$ cat config.mk
export PLATFORM = sky130hd
export DESIGN_NAME = rc4_keyspace_scheduler
export DESIGN_NICKNAME = d
export VERILOG_FILES = /design/src/rtl/rc4_keyspace_scheduler.sv
export SDC_FILE = /design/constraint.sdc
export NUM_CORES = 1
export LEC_CHECK = 0
export BUFFER_PORTS_ARGS = -buffer_cell sky130_fd_sc_hd__buf_2
export CAP_MARGIN = 20
export CELL_PAD_IN_SITES_DETAIL_PLACEMENT = 1
export CELL_PAD_IN_SITES_GLOBAL_PLACEMENT = 2
export CORE_MARGIN = 1.5
export CORE_UTILIZATION = 39
export CTS_BUF_LIST = sky130_fd_sc_hd__clkbuf_16
export DETAILED_ROUTE_END_ITERATION = 10
export PLACE_DENSITY_LB_ADDON = 0.1
export SLEW_MARGIN = 10
export SYNTH_ARGS = -nofsm -noshare
export SYNTH_HDL_FRONTEND = slang
export SYNTH_SLANG_ARGS = --single-unit
$ cat constraint.sdc
create_clock -name clk -period 15.9 [get_ports clk]
set_input_delay 2.385 -clock clk [delete_from_list [all_inputs] [get_ports clk]]
set_output_delay 2.385 -clock clk [all_outputs]
set_load 0.01 [all_outputs]
$ cat src/rtl/rc4_keyspace_scheduler.sv
// RC4 key-space search scheduler.
// Hands out consecutive keys from [key_lo, key_hi] to a bank of decrypt cores.
// Each finished core is either declared the winner or reloaded with the next key.
// The search ends when a core reports valid plaintext or the range runs out.
module rc4_keyspace_scheduler #(
   parameter int KEY_W     = 22,
   parameter int NUM_CORES = 4
) (
   input  logic                         clk,
   input  logic                         rst,
   input  logic                         start,
   input  logic                         abort,
   input  logic [KEY_W-1:0]             key_lo,
   input  logic [KEY_W-1:0]             key_hi,
   input  logic [NUM_CORES-1:0]         core_done,
   input  logic [NUM_CORES-1:0]         core_valid,
   output logic [NUM_CORES-1:0]         core_reset,
   output logic [NUM_CORES*KEY_W-1:0]   core_key,
   output logic                         busy,
   output logic                         solved,
   output logic                         exhausted,
   output logic [KEY_W-1:0]             solved_key,
   output logic [KEY_W:0]               keys_tried
);

   localparam int IW = (NUM_CORES > 1) ? $clog2(NUM_CORES) : 1;
   localparam logic [KEY_W:0] ONE = {{KEY_W{1'b0}}, 1'b1};

   typedef enum logic [2:0] {
      ST_IDLE,
      ST_LOAD,
      ST_RUN,
      ST_SOLVED,
      ST_EXHAUSTED
   } state_t;

   state_t                 state_reg, state_next;
   // Keys and the range limit carry one extra bit so key_hi = all-ones cannot wrap.
   logic [KEY_W:0]         next_key_reg, next_key_next;
   logic [KEY_W:0]         hi_reg, hi_next;
   logic [NUM_CORES-1:0]   active_reg, active_next;
   logic [NUM_CORES-1:0]   core_reset_reg, core_reset_next;
   logic [NUM_CORES-1:0]   core_reset_d_reg;
   logic [KEY_W-1:0]       core_key_reg  [NUM_CORES];
   logic [KEY_W-1:0]       core_key_next [NUM_CORES];
   logic                   solved_reg, solved_next;
   logic                   exhausted_reg, exhausted_next;
   logic [KEY_W-1:0]       solved_key_reg, solved_key_next;
   logic [KEY_W:0]         keys_tried_reg, keys_tried_next;

   logic [KEY_W:0]         load_key [NUM_CORES];
   logic [NUM_CORES-1:0]   load_ok;
   logic [NUM_CORES-1:0]   eligible;
   logic [NUM_CORES-1:0]   win_vec;
   logic [NUM_CORES-1:0]   lose_vec;
   logic [KEY_W:0]         load_count;
   logic                   win_any, lose_any;
   logic [IW-1:0]          win_idx, lose_idx;

   // Per-core key offsets for the initial load, result eligibility and key outputs.
   // A core is blanked during its restart pulse and the cycle after, so a stale
   // done level from the previous key is never mistaken for a new result.
   for (genvar gi = 0; gi < NUM_CORES; gi++) begin : g_core
      assign load_key[gi] = next_key_reg + (KEY_W+1)'(gi);
      assign load_ok[gi]  = (load_key[gi] <= hi_reg);
      assign eligible[gi] = active_reg[gi] & core_done[gi]
                          & ~core_reset_reg[gi] & ~core_reset_d_reg[gi];
      assign win_vec[gi]  = eligible[gi] & core_valid[gi];
      assign lose_vec[gi] = eligible[gi] & ~core_valid[gi];
      assign core_key[gi*KEY_W +: KEY_W] = core_key_reg[gi];
   end

   // Lowest-index priority encoders and the count of cores filled by the load.
   always_comb begin
      win_any    = 1'b0;
      win_idx    = '0;
      lose_any   = 1'b0;
      lose_idx   = '0;
      load_count = '0;
      for (int i = NUM_CORES - 1; i >= 0; i--) begin
         if (win_vec[i]) begin
            win_any = 1'b1;
            win_idx = IW'(i);
         end
         if (lose_vec[i]) begin
            lose_any = 1'b1;
            lose_idx = IW'(i);
         end
      end
      for (int i = 0; i < NUM_CORES; i++) begin
         if (load_ok[i]) begin
            load_count = load_count + ONE;
         end
      end
   end

   // Next-state and datapath updates for the search FSM.
   always_comb begin
      state_next      = state_reg;
      next_key_next   = next_key_reg;
      hi_next         = hi_reg;
      active_next     = active_reg;
      core_reset_next = '0;
      core_key_next   = core_key_reg;
      solved_next     = solved_reg;
      exhausted_next  = exhausted_reg;
      solved_key_next = solved_key_reg;
      keys_tried_next = keys_tried_reg;

      if (abort) begin
         // Results are kept for inspection; the cores are simply abandoned.
         state_next  = ST_IDLE;
         active_next = '0;
      end else begin
         case (state_reg)
            ST_IDLE, ST_SOLVED, ST_EXHAUSTED: begin
               if (start) begin
                  state_next      = ST_LOAD;
                  next_key_next   = {1'b0, key_lo};
                  hi_next         = {1'b0, key_hi};
                  active_next     = '0;
                  solved_next     = 1'b0;
                  exhausted_next  = 1'b0;
                  solved_key_next = '0;
                  keys_tried_next = '0;
               end
            end
            ST_LOAD: begin
               for (int i = 0; i < NUM_CORES; i++) begin
                  if (load_ok[i]) begin
                     core_key_next[i]   = load_key[i][KEY_W-1:0];
                     core_reset_next[i] = 1'b1;
                     active_next[i]     = 1'b1;
                  end
               end
               next_key_next = next_key_reg + load_count;
               // An empty range (key_lo > key_hi) has nothing to run.
               if (load_ok[0]) begin
                  state_next = ST_RUN;
               end else begin
                  state_next     = ST_EXHAUSTED;
                  exhausted_next = 1'b1;
               end
            end
            ST_RUN: begin
               if (active_reg == '0) begin
                  state_next     = ST_EXHAUSTED;
                  exhausted_next = 1'b1;
               end else if (win_any) begin
                  // A valid result beats any invalid result in the same cycle.
                  state_next      = ST_SOLVED;
                  solved_next     = 1'b1;
                  solved_key_next = core_key_reg[win_idx];
                  active_next     = '0;
               end else if (lose_any) begin
                  keys_tried_next = keys_tried_reg + ONE;
                  if (next_key_reg <= hi_reg) begin
                     core_key_next[lose_idx]   = next_key_reg[KEY_W-1:0];
                     core_reset_next[lose_idx] = 1'b1;
                     next_key_next             = next_key_reg + ONE;
                  end else begin
                     active_next[lose_idx] = 1'b0;
                  end
               end
            end
            default: begin
               state_next = ST_IDLE;
            end
         endcase
      end
   end

   // State and datapath registers; reset acts immediately.
   always_ff @(posedge clk or posedge rst) begin
      if (rst) begin
         state_reg        <= ST_IDLE;
         next_key_reg     <= '0;
         hi_reg           <= '0;
         active_reg       <= '0;
         core_reset_reg   <= '0;
         core_reset_d_reg <= '0;
         for (int i = 0; i < NUM_CORES; i++) begin
            core_key_reg[i] <= '0;
         end
         solved_reg       <= 1'b0;
         exhausted_reg    <= 1'b0;
         solved_key_reg   <= '0;
         keys_tried_reg   <= '0;
      end else begin
         state_reg        <= state_next;
         next_key_reg     <= next_key_next;
         hi_reg           <= hi_next;
         active_reg       <= active_next;
         core_reset_reg   <= core_reset_next;
         core_reset_d_reg <= core_reset_reg;
         for (int i = 0; i < NUM_CORES; i++) begin
            core_key_reg[i] <= core_key_next[i];
         end
         solved_reg       <= solved_next;
         exhausted_reg    <= exhausted_next;
         solved_key_reg   <= solved_key_next;
         keys_tried_reg   <= keys_tried_next;
      end
   end

   assign core_reset = core_reset_reg;
   assign busy       = (state_reg == ST_LOAD) || (state_reg == ST_RUN);
   assign solved     = solved_reg;
   assign exhausted  = exhausted_reg;
   assign solved_key = solved_key_reg;
   assign keys_tried = keys_tried_reg;

endmodule
==> Word-level counts from Yosys, hierarchy flattened <==
Cells that the tools add are included.
{ "op_classes": {"n_shift": 0, "multipliers": 0, "add_sub_neg": 8, "mux": 86, "order_cmp": 9, "n_div": 0, "n_eq_ne": 25, "n_reduce_logical": 24, "bitwise": 37} }
{ "op_table": {"columns": ["operator", "n"], "rows": [
  ["88-bit 2-to-1 mux", 4],
  ["23-bit 2-to-1 mux", 12],
  ["22-bit 2-to-1 mux", 10],
  ["88-bit case mux with 2 select lines", 1],
  ["23-bit by 1-bit adder with 23-bit output, second input constant", 5],
  ["23-bit by 22-bit less-or-equal comparator with 1-bit output", 4],
  ["88-bit bitwise mux", 1],
  ["23-bit case mux with 3 select lines", 1],
  ["23-bit by 2-bit adder with 23-bit output, second input constant", 2],
  ["23-bit case mux with 2 select lines", 1],
  ["22-bit binary-select mux with 2-bit select", 1],
  ["22-bit demux with 2-bit select", 1],
  ["4-bit 2-to-1 mux", 11],
  ["22-bit case mux with 2 select lines", 1],
  ["7-bit AND reduction", 5],
  ["6-bit AND reduction", 5],
  ["2-bit != test, second input constant", 12],
  ["23-bit adder", 1],
  ["1-bit 2-to-1 mux", 23],
  ["1-bit bitwise AND", 20],
  ["3-bit != test, second input constant", 6],
  ["2-bit 2-to-1 mux", 8],
  ["3-bit 2-to-1 mux", 5],
  ["1-bit inverter", 13],
  ["other kinds (28)", 36]
]} }
{ "word_totals": {"mem_count": 0, "word_cells": 206, "input_bits": 56, "latchBits": 0, "out_inout_bits": 140, "ramBits": 0, "mem_bits_ro": 0, "regBits": 195} }

==> Depth between registers and ports, before layout <==
Gate-level depths: netlist (run 1).
{ "depth": {"depth_word": 20, "depth_mapped": 29, "depth_no_buf": 29} }

==> Worst setup path after synthesis (run 1) <==
Ideal clock, no wire load.
{ "synth_timing": {"path_type": "reg2reg", "from": "register next_key_reg[1]", "to": "register next_key_reg[13]", "synth_period_minus_slack_ns": 5.771, "path_stages_with_launch": 26, "n_path_buf": 2, "setup_ns": 0.121, "t_required_ns": 15.779, "arrival_time_ns": 5.650, "setup_slack_ns": 10.129, "cell_sequence": "dfrtp_1 -> ha_1 -> clkbuf_1 -> nand3_1 -> nor3_1 -> nand2_1 -> xnor2_1 -> ha_1 -> nand4_1 -> nor4_1 -> o221ai_1 -> o211ai_1 -> a21oi_1 -> ha_1 -> xor2_1 -> ha_1 -> mux2_2 -> ha_1 -> a21o_1 -> a21o_1 -> a21oi_1 -> or3_1 -> clkbuf_1 -> nor3_1 -> a221o_1 -> a22o_1"} }
{ "synth_between": {"elab_chain_len": 10, "elab_cells_between_ends": 22, "classes_between": "add/sub: 7; order compare: 4; eq/ne: 1; mux: 9; reduce/logical: 1"} }
{ "synth_rtl": {"columns": ["item", "line_no", "source"], "rows": [
  ["start: declaration", "39", "logic [KEY_W:0] next_key_reg, next_key_next;"],
  ["start signal: assignment", "191", "next_key_reg <= next_key_next;"],
  ["23-bit by 22-bit less-or-equal comparator with 1-bit output", "65, 157", null],
  ["1-bit 2-to-1 mux", "91", "if (load_ok[i]) begin"],
  ["23-bit by 1-bit adder with 23-bit output", "92", "load_count = load_count + ONE;"],
  ["23-bit 2-to-1 mux", "91", null],
  ["23-bit by 1-bit adder with 23-bit output", "92", null],
  ["23-bit 2-to-1 mux", "91", null],
  ["23-bit by 1-bit adder with 23-bit output", "92", null],
  ["23-bit 2-to-1 mux", "91", null],
  ["23-bit adder", "136", "next_key_next = next_key_reg + load_count;"],
  ["23-bit case mux with 3 select lines", "115", "case (state_reg)"]
]} }
Several ways; a longest one is shown, not always the timed one. The select of a mux whose other input is x is not followed.
A chain may end at the register's enable or synchronous reset.

==> Final worst setup path (run 1) <==
{ "layout_timing": {"from": "register next_key_reg[2]", "to": "register next_key_reg[18]"} }
The elaborated chain is that of the path after synthesis.

==> results of run 1 <==
[synthesized netlist by cell type (33+ instances only)]
cell,instances
clkbuf_1,58
nor2_1,99
ha_1,99
inv_1,50
o21ai_0,142
a22o_1,33
nand2_1,160
xnor2_1,45
xor2_1,42
mux2_1,44
dfrtp_1,195
a21oi_1,70
[power groups by stage]
stage | Clock [mW] | Combinational (mW) | Sequential [mW]
5_1_grt | 0.487 | 1.80 | 0.930
3_3_place_gp | 0 | 1.58 | 0.911
6_report | 0.461 | 1.63 | 0.907
4_1_cts | 0.472 | 1.63 | 0.907
2_1_floorplan | 0 | 1.11 | 0.808
3_5_place_dp | 0 | 1.62 | 0.916
[cell type report]
cell class | instances | area [um2] | area share [%]
sequential | 195 | 4880 | 32.1
inverter | 51 | 199 | 1.31
multi-input combinational | 1085 | 7840 | 51.6
clock inverter | 15 | 179 | 1.18
timing repair buffer | 213 | 1110 | 7.31
clock buffer | 17 | 425 | 2.80
tap | 448 | 561 | 3.69
[path summary, 6_finish.rpt]
path | slack (ns) | to
worst max-delay path | 7.53 | next_key_reg[18]
worst min-delay path | 0.42 | core_reset_d_reg[2]
worst max register to register | 7.53 | next_key_reg[18]
worst min register to register | 0.42 | core_reset_d_reg[2]
max in group asynchronous | 12.31 | core_key[14]
min in group asynchronous | 2.12 | core_reset_d_reg[2]
[kinds of logic (layout without fill, tap and decap cells)]
family	after synthesis	in the layout
adders and majority gates	100	100
AOI/OAI and AO/OA	374	374
buffers and inverters	147	296
muxes	93	93
and+or+nand+nor	430	430
DFF	195	195
other	1	1
xor gates and xnor gates	87	87
[routing by layer]
metal / global-route usage, % / up-vias
li1: - / 5433
met1: 35.8 / 6021
met2: 49.1 / 276
met3: 4.23 / 72
met4: 10.9 / 0
met5: 0 / -
[stage by stage]
stage	utilization, %	setup slack, ns	instances	hold WS [ns]	cell area, um2
detailed placement	43.4	7.75	1992	0.396	14600
floorplan	-	8.20	1427	0.428	13300
CTS	45.2	7.75	2024	0.418	15200
global route	45.2	7.07	2024	0.430	15200
finish	45.2	7.53	2024	0.421	15200
global placement	43.4	7.73	1992	0.395	14600
==> flow_summary.yaml, run 1 <==
pwr:
  p_sw_mw: 1.43
  p_leak_nw: 7.03
  intPower_mw: 1.56
  switching_share_pct: 47.9
  irDropWorstVdd_mv: 0.116
  p_per_area_mw_per_mm2: 197
  power_frac_comb_pct: 54.3
  total_power_mw: 3.00
  clock_power_share_pct: 15.4
  p_seq_share_pct: 30.3
grt:
  grt_overflow: 0
  grtUsageTotal_pct: 28.4
  grt_max_degree: 126
  grt_first_pass_wirelength_um: 75900
  grt_pass1_vias: 12100
  antenna_found_initial: 0
status:
  status: "complete, no violations"
worst_setup_path:
  critical_path.most_common_cell: "ha_1"
  crit_buf_inv: 0
  r2r_start: "next_key_reg[2]"
  worstPathRequired_ns: 16.25
  worst_path_max_delay_cell: "nor3_1"
  arrival_ns: 8.72
  worstPathCellList: "ha_1 -> nand3_1 -> nor3_1 -> nand2_1 -> xnor2_1 -> ha_1 -> nand3_1 -> nor4_1 -> nand2_1 -> a21oi_1 -> ha_1 -> xor2_1 -> ha_1 -> mux2_2 -> fa_1 -> a21o_1 -> a21oi_1 -> nor2_1 -> nand3_1 -> nor2_1 -> nand2_1 -> o21ai_0 -> a22o_1"
  r2r_cells: 23
  end_kind: "flip-flop"
  critPathLaunch: "next_key_reg[2]"
  cp_max_fo: 16
  crit_cells: 23
  max_stage_delay_ns: 0.96
  cpLargestDelayFamily: "simple AND/OR/NAND/NOR gates"
  cp-start-kind: "flip-flop"
  worst-setup-path-type: "reg2reg"
cts:
  cts_resized: 0
  clock_latency_ns: 0.47
  ctsHoldBuffers: 0
  htree_levels: 4
  tritoncts_num_sinks: 195
  clk_pin_slew_ns: 0.08
  cts_setup_buffers: 0
  numCtsBuffers: 17
  ctsLongestPathBuffers: 2
  ctsRootBufferMaster: "clkbuf_16"
  tritoncts: "yes"
yosys:
  ys_seq_area_share_pct: 36.6
  synth_edf_count: 0
  synth.cell_area_mm2: 0.0133
  synth-xor-area-share_pct: 5.72
  synth-adder-area-share_pct: 9.44
  synth_top_area_share_pct: 36.6
  ys_seq_elements: 195
  async_flop_share_pct: 100
  syn_area_per_cell_um2: 9.34
  ys.flop_type: "dfrtp_1"
  syn-num-nets: 1583
  yosys_warnings: 0
  synthCells: 1427
  synth_compound_area_share_pct: 18.2
  synth-simple-area-share_pct: 15.7
  synth_top_family_by_area: "compound AO/OA/AOI/OAI gates"
  muxShareOfSynthArea_pct: 9.68
  synth.distinct_cells: 87
  ys_top_cells_by_area: "dfrtp_1 37%, ha_1 9.3%, o21ai_0 5.3%, nand2_1 4.5%, mux2_1 3.7%"
  synth_area_leader_cell: "dfrtp_1"
final_layout:
  antenna_cells: 0
  finalNetCount: 1719
  syn_to_final_growth_pct: 14.0
  fillers: 3941
  final_cell_mix: "195 x dfrtp_1, 195 x buf_2, 159 x nand2_1, 142 x o21ai_0"
  drive_above_1_share_pct: 20.5
  largest_register_ffs: 88
drt:
  totalWireLength_um: 49400
  drcViolationCount: 0
  vias: 11800
  top_layer_used: "met4"
  postRouteAntennaNets: 0
  drt_iter0_markers: 643
  wl_met1_um: 21100
  drt_first_pass_iters: 7
  wl_met3_um: 1810
  viasPerCell: 5.83
  routed-wl-met2_um: 24800
  wire_per_inst_um: 24.4
min_path:
  worstHoldPathCells: 0
  min_from: "core_reset[2]"
  hold_class: "reg2reg"
floorplanning:
  core_area_mm2: 0.0336
  num_rows: 67
  dieArea_mm2: 0.0353
  dieWidth_um: 188
  die_h_um: 188
  start_util_pct: 39.7
  io_pins: 196
job:
  max_cap_viol_count: 0
timing:
  fmax_mhz: 119
  setup_tns_ns: 0
  post-route-min-period_ns: 8.37
  slew_violations: 0
  worst_pin_slew_ns: 1.03
  final-setup-viol-count: 0
  skew_ns: 0.0152
  rsz0062_at_grt: "false"
  max_slew_margin_pct: 30.5
  finalCritPeriodShare_pct: 52.7
  hold_viol_final: 0
place:
  portBuffers: 195
  dp_hpwl_um: 37100
  gp_congestion: 0.913
(Power assumes the default switching activity.)
==> inputs of run 2 (changes only) <==
--- a/config.mk
+++ b/config.mk
@@ -10,7 +10,7 @@
 export CELL_PAD_IN_SITES_DETAIL_PLACEMENT = 1
 export CELL_PAD_IN_SITES_GLOBAL_PLACEMENT = 2
 export CORE_MARGIN = 1.5
-export CORE_UTILIZATION = 39
+export CORE_UTILIZATION = 33
 export CTS_BUF_LIST = sky130_fd_sc_hd__clkbuf_16
 export DETAILED_ROUTE_END_ITERATION = 10
 export PLACE_DENSITY_LB_ADDON = 0.1
==> constraint.sdc (replaced) <==
create_clock -name clk -period 7.4 [get_ports clk]
set_input_delay 1.11 -clock clk [delete_from_list [all_inputs] [get_ports clk]]
set_output_delay 1.11 -clock clk [all_outputs]
set_load 0.01 [all_outputs]
==> run 2 against run 1 <==
Compared with the run above:
- clock-buffer cell count stayed put
- register-to-register slack got worse by 7.1 ns
- final cell count rose by 6.3%
- clock skew rose by 0.00057 ns
- sequential share of layout area is 1.1 points lower
- first-iteration DRC count is 12% higher
- clock power rose by 120%
- sequential power rose by 98%
- global-route usage shrank 2.5 points
==> flow_summary.yaml, run 2 (synthesized netlist as in run 1, its figures left out) <==
cts:
  ctsLongestPathBuffers: 2
  tritoncts: "yes"
  ctsRootBufferMaster: "clkbuf_16"
  clk_pin_slew_ns: 0.09
  numCtsBuffers: 17
  tritoncts_num_sinks: 195
  clock_latency_ns: 0.47
  htree_levels: 4
  ctsHoldBuffers: 0
worst_setup_path:
  cp-start-kind: "flip-flop"
  cpLargestDelayFamily: "simple AND/OR/NAND/NOR gates"
  crit_buf_inv: 0
  end_kind: "flip-flop"
  cp_max_fo: 12
  worst_path_max_delay_cell: "dfrtp_1"
  worst-setup-path-type: "reg2reg"
  max_stage_delay_ns: 0.64
  critical_path.most_common_cell: "ha_1"
  worstPathCellList: "ha_1 -> nand3_1 -> nor3_1 -> nand2_1 -> xnor2_1 -> ha_1 -> nand4_1 -> nor4_1 -> o221ai_1 -> o211ai_1 -> a21oi_2 -> ha_1 -> xor2_1 -> ha_1 -> mux2_2 -> ha_1 -> a21o_1 -> a21o_1 -> a21oi_1 -> or3_1 -> nor3_1 -> a221o_1 -> a22o_1"
  arrival_ns: 7.37
  worstPathRequired_ns: 7.77
timing:
  final-setup-viol-count: 0
  finalCritPeriodShare_pct: 94.6
  worst_pin_slew_ns: 1.08
  fmax_mhz: 143
  hold_slack_ns: 0.421
  skew_ns: 0.0158
  rsz0062_at_grt: "false"
  post-route-min-period_ns: 7.00
  setup_tns_ns: 0
  slew_violations: 0
  hold_viol_final: 0
  max_slew_margin_pct: 28.1
place:
  dp_hpwl_um: 40800
  portBuffers: 195
  post_dp_cell_area_mm2: 0.0151
  gp_congestion: 0.897
drt:
  drt_iter0_markers: 721
  drcViolationCount: 0
  totalWireLength_um: 53000
  top_layer_used: "met4"
  routed-wl-met2_um: 26600
  drt_first_pass_iters: 6
  wl_met3_um: 2020
  vias: 11900
  wl_met1_um: 22200
  postRouteAntennaNets: 0
  wire_per_inst_um: 24.6
  viasPerCell: 5.54
final_layout:
  final_area_mm2: 0.0157
  final_common_cell: "buf_2"
  drive_above_1_share_pct: 23.2
  antenna_cells: 0
  finalNetCount: 1770
  syn_to_final_growth_pct: 18.0
  final_cell_mix: "196 x buf_2, 195 x dfrtp_1, 159 x nand2_1, 142 x o21ai_0, 99 x ha_1"
  largest_register_ffs: 88
floorplanning:
  num_rows: 73
  dieArea_mm2: 0.0416
  io_pins: 196
  core_area_mm2: 0.0398
  die_h_um: 204
  dieWidth_um: 204
  start_util_pct: 33.5
pwr:
  p_sw_mw: 3.16
  p_per_area_mw_per_mm2: 430
  total_power_mw: 6.76
  switching_share_pct: 46.7
  intPower_mw: 3.60
  irDropWorstVdd_mv: 0.231
  p_leak_nw: 7.29
  p_seq_share_pct: 26.7
  power_frac_comb_pct: 58.1
  clock_power_share_pct: 15.2
status:
  status: "complete, no violations"
grt:
  antenna_found_initial: 0
  grt_overflow: 0
  grtUsageTotal_pct: 26.0
  grt_pass1_vias: 12400
  grt_max_degree: 89
  grt_first_pass_wirelength_um: 80300
job:
  max_cap_viol_count: 0
min_path:
  hold_class: "reg2reg"
## run 2: area by class of cell
| class | count | area, um2 |
|---|---|---|
| Sequential cell | 195 | 4880 |
| Multi-Input combinational cell | 1085 | 7860 |
| Fill cell | 4646 | 24100 |
| Timing Repair Buffer | 264 | 1500 |
| Clock inverter | 14 | 200 |
| Clock buffer | 17 | 425 |
| Inverter | 51 | 199 |
| Tap cell | 525 | 657 |
## run 2: path summary, 6_finish.rpt
path	cells past startpoint	slack, ns	endpoint	start
worst max-delay path	23	0.40	next_key_reg[13]	next_key_reg[1]
worst min-delay path	0	0.42	core_reset_d_reg[3]	core_reset[3]
worst max register to register	23	0.40	next_key_reg[13]	next_key_reg[1]
worst min register to register	0	0.42	core_reset_d_reg[3]	core_reset[3]
max in group asynchronous	3	5.29	hi_reg[11]	rst
min in group asynchronous	2	0.76	solved	rst
## run 2: what timing repair did
action,4_1_cts,5_1_grt
buffers inserted,0,0
endpoints found under the setup margin,0,15
resized for setup,0,2
## run 2: per-stage QoR
step	setup WS [ns]	cells	util, %
3_3_place_gp	0.612	2118	37.8
6_report	0.397	2151	39.5
3_5_place_dp	0.376	2119	37.9
2_1_floorplan	0.978	1427	-
5_1_grt	0.0328	2151	39.5
4_1_cts	0.329	2150	39.4
## run 2: worst reg2reg max path: stages, from the launching register on
cell and delay, ns:
dfrtp_1 0.64, ha_1 0.41, nand3_1 0.33, nor3_1 0.55, nand2_1 0.13, xnor2_1 0.21, ha_1 0.37, nand4_1 0.13
nor4_1 0.47, o221ai_1 0.23, o211ai_1 0.17, a21oi_2 0.19, ha_1 0.35, xor2_1 0.28, ha_1 0.28, mux2_2 0.29
ha_1 0.28, a21o_1 0.16, a21o_1 0.18, a21oi_1 0.34, or3_1 0.34, nor3_1 0.10, a221o_1 0.28, a22o_1 0.18
## run 2: power groups by stage
stage	registers (mW)	logic (mW)	clock network, mW
floorplan	1.74	2.39	0
global placement	1.82	3.85	0
detailed placement	1.82	3.92	0
CTS	1.81	3.95	1.06
global route	1.85	4.33	1.09
finish	1.80	3.93	1.03
## run 2: metal layers
| metal | GRT usage [%] | vias to the layer above |
|---|---|---|
| li1 | - | 5516 |
| met1 | 32.5 | 6040 |
| met2 | 45.0 | 282 |
| met5 | 0 | - |
| met4 | 10.9 | 0 |
| met3 | 3.22 | 83 |
==> inputs of run 3 (changes only) <==
--- a/config.mk
+++ b/config.mk
@@ -14,6 +14,7 @@
 export CTS_BUF_LIST = sky130_fd_sc_hd__clkbuf_16
 export DETAILED_ROUTE_END_ITERATION = 10
 export PLACE_DENSITY_LB_ADDON = 0.1
+export RECOVER_POWER = 50
 export SLEW_MARGIN = 10
 export SYNTH_ARGS = -nofsm -noshare
 export SYNTH_HDL_FRONTEND = slang
==> run 3 against run 2 <==
Compared with the run above:
- the flow now finishes with violations (capacitance limit, slew limit)
- first-iteration DRC count grew 10%
- register-to-register slack better by 0.03 ns
- critical endpoint unchanged
- critical path type unchanged
- fmax increased by 0.40%
- setup slack improved by 0.028 ns
- critical path depth is the same
- hold slack improved by 0.0092 ns
- clock-buffer cell count did not move
==> flow_summary.yaml, run 3 (synthesized netlist as in run 1, its figures left out) <==
pwr:
  irDropWorstVdd_mv: 0.230
  p_seq_share_pct: 26.9
  total_power_mw: 6.72
  switching_share_pct: 47.2
  p_sw_mw: 3.17
  power_frac_comb_pct: 57.8
  intPower_mw: 3.55
  clock_power_share_pct: 15.3
  p_per_area_mw_per_mm2: 432
  p_leak_nw: 6.89
grt:
  grt_overflow: 0
  grt_first_pass_wirelength_um: 80300
  antenna_found_initial: 0
  grt_pass1_vias: 12400
  grt_max_degree: 89
  grtUsageTotal_pct: 26.0
floorplanning:
  io_pins: 196
  dieArea_mm2: 0.0416
  die_h_um: 204
  core_area_mm2: 0.0398
  dieWidth_um: 204
  num_rows: 73
  start_util_pct: 33.5
drt:
  drt_iter0_markers: 795
  drt_first_pass_iters: 5
  drcViolationCount: 0
  wire_per_inst_um: 24.7
  viasPerCell: 5.57
  vias: 12000
  totalWireLength_um: 53200
  postRouteAntennaNets: 0
status:
  status: "finished with violations"
  violations: "capacitance limit, slew limit"
final_layout:
  final_common_cell: "dfrtp_1"
  syn_to_final_growth_pct: 16.9
  largest_register_ffs: 88
  final_cell_mix: "195 x dfrtp_1, 159 x nand2_1, 142 x o21ai_0, 109 x clkbuf_1, 99 x ha_1"
  finalNetCount: 1770
  fillers: 4690
  antenna_cells: 0
  drive_above_1_share_pct: 16.5
place:
  dp_hpwl_um: 40800
  portBuffers: 195
  gp_congestion: 0.897
cts:
  ctsHoldBuffers: 0
  clk_pin_slew_ns: 0.09
  numCtsBuffers: 17
  ctsRootBufferMaster: "clkbuf_16"
  tritoncts_num_sinks: 195
  clock_latency_ns: 0.47
  htree_levels: 4
  tritoncts: "yes"
  ctsLongestPathBuffers: 2
timing:
  hold_slack_ns: 0.430
  fmax_mhz: 143
  max_slew_margin_pct: -194
  slew_violations: 204
  post-route-min-period_ns: 6.98
  rsz0062_at_grt: "false"
  final-setup-viol-count: 0
  finalCritPeriodShare_pct: 94.3
  setup_tns_ns: 0
  worst_pin_slew_ns: 4.39
  hold_viol_final: 0
  skew_ns: 0.0153
worst_setup_path:
  cp_max_fo: 12
  worst-setup-path-type: "reg2reg"
  rrSetupSlack_ns: 0.42
  end_kind: "flip-flop"
  r2r_cells: 23
  worstPathRequired_ns: 7.77
  arrival_ns: 7.34
  cp-start-kind: "flip-flop"
min_path:
  worstHoldPathCells: 0
  hold_class: "reg2reg"
job:
  max_cap_viol_count: 3
==> run 3: changes by cell type in the layout (fill, tap and decap cells not counted) <==
cell and delta:
inv_8 -1, clkbuf_1 +109, clkinvlp_2 +1, buf_2 -107, buf_4 -2
==> run 3: worst paths after layout <==
check / startpoint / end
setup / recovery: next_key_reg[1] / next_key_reg[13]
setup reg to reg: next_key_reg[1] / next_key_reg[13]
hold / removal: core_reset[3] / core_reset_d_reg[3]
max in group asynchronous: rst / core_key[59]
hold reg to reg: core_reset[3] / core_reset_d_reg[3]
min in group asynchronous: rst / solved_key[1]
==> run 3: final cells by class <==
class | count | area (um2) | share of cell area, %
Multi-Input combinational cell | 1085 | 7860 | 50.5
Timing Repair Buffer | 264 | 1360 | 8.72
Clock inverter | 14 | 200 | 1.29
Clock buffer | 17 | 425 | 2.73
Tap cell | 525 | 657 | 4.22
Inverter | 51 | 193 | 1.24
Sequential cell | 195 | 4880 | 31.3
==> run 3: critical path, stage by stage (launching register included) <==
cell      delay (ns)
dfrtp_1         0.64
ha_1            0.42
nand3_1         0.32
nor3_1          0.55
nand2_1         0.13
xnor2_1         0.22
ha_1            0.36
nand4_1         0.13
nor4_1          0.47
o221ai_1        0.23
o211ai_1        0.17
a21oi_2         0.18
ha_1            0.35
xor2_1          0.29
ha_1            0.29
mux2_2          0.29
ha_1            0.28
a21o_1          0.16
a21o_1          0.18
a21oi_1         0.33
or3_1           0.32
nor3_1          0.09
a221o_1         0.27
a22o_1          0.19
==> run 3: power groups by stage <==
stage,sequential [mW],clock [mW],combinational [mW]
detailed placement,1.82,0,3.92
global placement,1.82,0,3.85
finish,1.81,1.03,3.89
floorplan,1.74,0,2.39
CTS,1.81,1.06,3.95
global route,1.86,1.09,4.28
==> run 3: layer usage <==
metal,track usage [%],vias to the layer above,wire [um]
li1,-,5516,-
met1,32.5,6103,22400
met2,45.0,281,26600
met3,3.22,90,1980
met4,10.9,0,2150
met5,0,-,0
==> run 3: through the flow <==
step | utilization (%) | setup WS, ns | cell area [um2] | instances
after floorplan | - | 0.978 | 13300 | 1427
after global placement | 37.8 | 0.612 | 15100 | 2118
after detailed placement | 37.9 | 0.376 | 15100 | 2119
after CTS | 39.4 | 0.329 | 15700 | 2150
after global routing | 39.1 | 0.0328 | 15600 | 2151
final | 39.1 | 0.425 | 15600 | 2151
==> run 3: timing repair <==
action	CTS	global route
setup endpoints to repair	0	15
setup buffers	0	0
gates resized for setup	0	2
